File: src/rtl/irq_latch_ctrl.sv
// Rising-edge event latches sharing one active-low CPU interrupt, fixed priority (index 0 highest).
// Latency: event -> pending 1 edge, pending -> n_irq low 1 more edge; a held ack stalls re-assertion.
module irq_latch_ctrl #(
    parameter int N_SRC   = 4,
    parameter int HOLDOFF = 2,
    parameter int VEC_W   = $clog2(N_SRC)
) (
    input  logic             clk,
    input  logic             n_rst,
    input  logic [N_SRC-1:0] src_trig,
    input  logic [N_SRC-1:0] src_en,
    input  logic             ack,
    output logic             n_irq,
    output logic [VEC_W-1:0] irq_vec,
    output logic [N_SRC-1:0] pending
);

    // Bit 0 of the encoding is the n_irq level, so the output is a flop with no decode.
    typedef enum logic [1:0] {
        S_IDLE   = 2'b01,
        S_ASSERT = 2'b00,
        S_HOLD   = 2'b11
    } state_t;

    state_t           state;
    state_t           state_nxt;
    logic [N_SRC-1:0] trig_prev;
    logic [N_SRC-1:0] events;
    logic [N_SRC-1:0] ack_clr;
    logic [3:0]       cnt;
    logic [VEC_W-1:0] first_idx;
    logic             pend_any;
    logic             cur_pend;

    assign events   = src_trig & ~trig_prev & src_en;
    assign pend_any = |pending;
    assign cur_pend = pending[irq_vec];

    always_comb begin
        first_idx = '0;
        for (int i = N_SRC - 1; i >= 0; i--) begin
            if (pending[i]) first_idx = VEC_W'(i);
        end
    end

    always_comb begin
        ack_clr = '0;
        if (state == S_ASSERT && ack) ack_clr[irq_vec] = 1'b1;
    end

    always_ff @(posedge clk or negedge n_rst) begin
        if (!n_rst) state <= S_IDLE;
        else        state <= state_nxt;
    end

    always_comb begin
        state_nxt = state;
        case (state)
            S_IDLE:   if (pend_any) state_nxt = S_ASSERT;
            S_ASSERT: begin
                if (ack)            state_nxt = S_HOLD;
                else if (!cur_pend) state_nxt = S_IDLE;
            end
            S_HOLD:   if (cnt == 4'd0 && !ack) state_nxt = S_IDLE;
            default:  state_nxt = S_IDLE;
        endcase
    end

    always_comb begin
        n_irq = state[0];
    end

    // Set wins over a same-edge ack-clear; a disabled source is forced clear.
    always_ff @(posedge clk or negedge n_rst) begin
        if (!n_rst) begin
            trig_prev <= '1;
            pending   <= '0;
            cnt       <= 4'd0;
            irq_vec   <= '0;
        end else begin
            trig_prev <= src_trig;
            pending   <= (events | (pending & ~ack_clr)) & src_en;
            if (state == S_IDLE && pend_any) irq_vec <= first_idx;
            if (state == S_ASSERT && ack)
                cnt <= 4'(HOLDOFF);
            else if (state == S_HOLD && cnt != 4'd0)
                cnt <= cnt - 4'd1;
        end
    end

endmodule

File: config.mk
export PLATFORM = sky130hd
export DESIGN_NAME = irq_latch_ctrl
export DESIGN_NICKNAME = d
export VERILOG_FILES = /design/src/rtl/irq_latch_ctrl.sv
export SDC_FILE = /design/constraint.sdc
export NUM_CORES = 1
export LEC_CHECK = 0
export CELL_PAD_IN_SITES_DETAIL_PLACEMENT = 1
export CELL_PAD_IN_SITES_GLOBAL_PLACEMENT = 1
export CORE_AREA = 2 2 54 56
export CTS_CLUSTER_SIZE = 28
export DETAILED_ROUTE_END_ITERATION = 6
export DIE_AREA = 0 0 56 58
export PLACE_DENSITY_LB_ADDON = 0.1
export RECOVER_POWER = 25
export SETUP_SLACK_MARGIN = 0.5
export SYNTH_ARGS = -nofsm -noshare
export SYNTH_HDL_FRONTEND = slang
export SYNTH_SLANG_ARGS = --single-unit
File: constraint.sdc
create_clock -name clk -period 1.8 [get_ports clk]
set_clock_uncertainty 0.15 [all_clocks]
set_input_delay 0.54 -clock clk [delete_from_list [all_inputs] [get_ports clk]]
set_output_delay 0.54 -clock clk [all_outputs]
set_load 0.05 [all_outputs]
==> flow_summary.ini, run 1 <==
[run_status]
status = finished clean

[timing]
whs_ns = 0.4290
finalHoldViolations = 0
min_period_ns = 1.743
tightest_slew_ns = 0.8481
worst_slack_ns = 0.05664
timing.final.crit_share_pct = 96.85
rsz0062_at_grt = true
setup_viol = 0
setup_tns_ns = 0
finalMaxSlewViolations = 0
slew_headroom_pct = 43.46
fmaxAchievable_mhz = 573.6

[critical_path]
crit_fanout = 2
crit_path_start = state[0]
cp-endpoint = n_irq
crit_chain = buf_12
cp.required_ns = 1.11
endpoint_kind = output port
cp.arrival_ns = 1.05
path_depth = 1
critPathLaunchType = flip-flop
cp_top_family = flip-flops
rr_endpoint = pending[0]
cp_slowest_stage_delay_ns = 0.64
r2r_cells = 4
crit_slowest_cell = dfstp_4
rr_startpoint = state[0]
crit_buf_inv = 1
rrSetupSlack_ns = 0.16
critPathKind = flip-flop to output port

[floorplan]
die_y_um = 58
rows = 19
fp.dieW_um = 56
die-area_um2 = 3248
start_util_pct = 28.52
num_io_pins = 18
core_area_um2 = 2663

[flow_run]
maxCapViolations = 0

[yosys]
syn_nets = 79
synth_top_area_share_pct = 36.24
ys_top_cells_by_area = dfrtp_1, dfstp_2, a21boi_1
yosys_warnings = 0
postSynthAreaPerCell_um2 = 11.34
syn_area_um2 = 759.5
syn_inst = 67
ys_ff_latch = 16
yosysTopAreaCell = dfrtp_1
synth_cell_types = 28
seq_area_frac_synth_pct = 53.54

[routing]
drcViolationCount = 0
wl_per_cell_um = 14.33
vias_per_cell = 4.977
drt-initial-drc-count = 5
antenna_left = 0
drt_wl_total_mm = 1.892
drtPass1Iterations = 3
vias = 657

[grt]
grt-ovfl-total = 0
grt_pass1_wl_mm = 3.256
grt_use_total_pct = 13.26
grt_pass1_vias = 695
grt_max_degree = 17
antenna_found_initial = 0

[clocking]
h-tree-depth = 1
cts_sinks = 16
cts.root.buffer_cell = clkbuf_4
ctsLongestPathBuffers = 2
cts_tree = yes
cts_made_buffers = 3
clkLatencyLatePin_ns = 0.28
cts_hold_buf = 0
path_clk_slew_ns = 0.10

[final_layout]
final_common_cell = buf_4
drive_gt1_share_pct = 49.50
final_nets = 114
antenna_cells = 0
most-common-layout-cells = buf_4, buf_12, nand2b_1, dfrtp_2
areaGrowthSynthToFinish_pct = 64.09

[hold_path]
min_path_type = flip-flop to flip-flop
worstHoldPathCells = 2

[power_and_ir_drop]
p_per_area_nw_per_um2 = 1392
ir_drop_uv = 809.7
leakage_nw = 0.5046

[placed_design]
numPortBuffers = 17
hpwl_mm = 1.186
globalplace.congestion = 0.7293
pre_cts_ws_ns = -0.3444
## repair_timing
item                                    CTS  global route
gates resized for setup                  16             5
pin swaps                                 3             1
endpoints found under the setup margin   19            19
hold endpoints to repair                  0             0
buffers inserted                         12             0
## Yosys cell counts
cell type	number
mux4_2	1
nand2_1	5
o221a_1	1
inv_1	2
nand3_1	2
o21ai_1	5
and2b_1	1
xnor2_1	1
nor4_1	1
o21ai_0	3
nor2_1	1
o31ai_4	1
nor3b_1	1
nor2b_1	1
nand2b_1	6
a21oi_1	2
dfrtp_1	11
o211ai_1	2
or3b_1	1
o21a_1	2
or2_1	1
dfstp_2	5
a21boi_1	5
o31ai_1	1
or2b_1	1
or3_1	2
buf_6	1
ha_1	1
## sequential cells by signal (all words and copies together), names as in the netlist
name / count
cnt: 4
irq_vec: 2
pending: 4
state: 2
trig_prev: 4
## how the worst min path moves through the flow
stage | from | end
finish | cnt[1] | cnt[1]
global route | cnt[1] | cnt[3]
CTS | cnt[3] | cnt[3]
detailed placement | cnt[3] | cnt[3]
global placement | cnt[3] | cnt[3]
floorplan | n_rst | cnt[0]
## power by group
part           switching (W)  internal, W  total (W)
clock               0.000116    0.0000860   0.000202
combinational       0.000456     0.000494   0.000950
sequential          0.000109     0.000474   0.000583
total               0.000681      0.00105    0.00173
## final cells by class
cell class                      count  area (um^2)
Sequential cell                    16        417.9
Multi-Input combinational cell     48        396.6
Clock buffer                        4        26.28
Timing Repair Buffer               31        359.1
Fill cell                         321         1416
Inverter                            2        7.507
Tap cell                           31        38.79
## stage by stage
stage | power (W) | instances | cell area (um^2) | util (%)
after floorplan | 0.001037 | 67 | 774.5 | -
after global placement | 0.001311 | 116 | 1057 | 39.71
after detailed placement | 0.001323 | 116 | 1057 | 39.71
after CTS | 0.001699 | 132 | 1225 | 46.01
after global routing | 0.001866 | 132 | 1246 | 46.80
final | 0.001735 | 132 | 1246 | 46.80
## cell families after synthesis
logic type	synth area share [%]
DFF	53.54
AOI/OAI and AO/OA	20.76
adders and majority gates	1.647
and+or+nand+nor	17.47
buffers and inverters	2.471
xor gates and xnor gates	1.153
muxes	2.965
## metal layers
layer  track usage (%)  vias to the layer above  share of wire, %
met5                 0                        -                 0
li1                  -                      312                 -
met4             6.122                        0              0.69
met3             3.795                        2               4.1
met2             22.52                       12                52
met1             15.59                      331                43
(Power assumes the default switching activity.)
==> run 2: changes to the inputs <==
Clock period 1.8 ns to 2.25 ns, I/O delays scaled along.
==> run 2 against run 1 <==
Effect of this change: final cell count down 3.8%; sequential power down 23%; largest power group unchanged; total power down 27%; setup slack better by 0.36 ns; combinational power down 33%; largest cell class unchanged; via count down 4.7%.
==> flow_summary.ini, run 2 (synthesis results as in run 1) <==
[timing]
fmaxAchievable_mhz = 546.6
timing.final.crit_share_pct = 81.30
finalMaxSlewViolations = 0
min_period_ns = 1.829
setup_tns_ns = 0
setup_viol = 0
rsz0062_at_grt = true
tightest_slew_ns = 0.8669
finalHoldViolations = 0
slew_headroom_pct = 42.21

[critical_path]
critPathKind = flip-flop to output port
cp.required_ns = 1.42
cp_top_family = flip-flops
crit_fanout = 2
crit_chain = buf_12
critPathLaunchType = flip-flop
cp.arrival_ns = 1.00
crit_buf_inv = 1
cp_slowest_stage_delay_ns = 0.58
crit_slowest_cell = dfstp_2
endpoint_kind = output port

[clocking]
path_clk_slew_ns = 0.10
ctsLongestPathBuffers = 2
h-tree-depth = 1
cts_made_buffers = 3
cts.root.buffer_cell = clkbuf_4
cts_hold_buf = 0
cts_tree = yes
cts_sinks = 16
clkLatencyLatePin_ns = 0.29

[run_status]
status = finished clean

[flow_run]
maxCapViolations = 0

[floorplan]
num_io_pins = 18
die_y_um = 58
core_area_um2 = 2663
rows = 19
fp.dieW_um = 56
die-area_um2 = 3248
start_util_pct = 28.52

[grt]
grt_max_degree = 17
grt_pass1_wl_mm = 3.125
grt-ovfl-total = 0
antenna_found_initial = 0
grt_pass1_vias = 693
grt_use_total_pct = 12.37

[final_layout]
postLayoutCellArea_um2 = 1102
antenna_cells = 0
drive_gt1_share_pct = 33.33
areaGrowthSynthToFinish_pct = 45.14
most-common-layout-cells = buf_4, dfrtp_1, clkdlybuf4s50_1, nand2b_1
fillers = 302
top_regs = cnt x4, pending x4, trig_prev x4
final_common_cell = buf_4
multi_input_area_um2 = 340.3
seqCellArea_um2 = 411.6
final_nets = 109

[routing]
drt-initial-drc-count = 8
vias_per_cell = 4.929
antenna_left = 0
drtPass1Iterations = 4
drcViolationCount = 0
drt_wl_total_mm = 1.810
wl_per_cell_um = 14.25
vias = 626

[power_and_ir_drop]
leakage_nw = 0.4589
power_w = 0.001274
p_per_area_nw_per_um2 = 1156
ir_drop_uv = 544.3

[placed_design]
hpwl_mm = 1.275
placed_area_um2 = 992.2
numPortBuffers = 17
globalplace.congestion = 0.7723

[hold_path]
min_path_type = flip-flop to flip-flop
run 2: cell count changes in the layout (fill, tap and decap cells not counted), sizes merged:
cell and delta:
buf -5, clkdlybuf4s50 +2, dlygate4sd3 -2
run 2: what timing repair did:
| action | in CTS | in global routing |
|---|---|---|
| gates resized for setup | 8 | 3 |
| buffers inserted | 7 | 0 |
| pin swaps | 2 | 0 |
| setup endpoints to repair | 14 | 4 |
run 2: area by class of cell:
| class | instances | share of cell area, % |
|---|---|---|
| clock buffers | 4 | 3.292 |
| well taps | 31 | 3.519 |
| inverters | 2 | 0.6810 |
| repair buffers | 26 | 24.29 |
| multi-input cells | 48 | 30.87 |
| flip-flops and latches | 16 | 37.34 |
run 2: per-stage QoR:
stage	cells	hold WS [ns]	utilization, %	setup WS, ns
3_5_place_dp	116	0.3689	37.27	0.0005009
5_1_grt	127	0.4240	41.40	0.2908
4_1_cts	127	0.3836	41.12	0.4008
3_3_place_gp	116	0.3656	37.27	0.02150
2_1_floorplan	67	0.2294	-	0.5074
6_report	127	0.3782	41.40	0.4207
run 2: path summary, 6_finish.rpt:
path,start,to,slack [ns],cells past startpoint
hold / removal,cnt[3],cnt[3],0.38,1
hold reg to reg,cnt[3],cnt[3],0.38,1
setup / recovery,state[0],n_irq,0.42,1
max in group asynchronous,n_rst,irq_vec[1],0.51,2
setup reg to reg,state[0],cnt[3],0.64,4
min in group asynchronous,n_rst,cnt[2],0.85,2
run 2: per-layer routing:
layer / vias to the layer above / track usage, % / wire [um]
li1: 302 / - / -
met1: 306 / 14.93 / 806
met4: 0 / 2.381 / 10
met2: 16 / 21.51 / 922
met5: - / 0 / 0
met3: 2 / 4.464 / 70
run 2: power breakdown:
part	internal [W]	switching [W]
clock network	0.0000985	0.0000935
registers	0.000374	0.0000735
logic	0.000305	0.000330
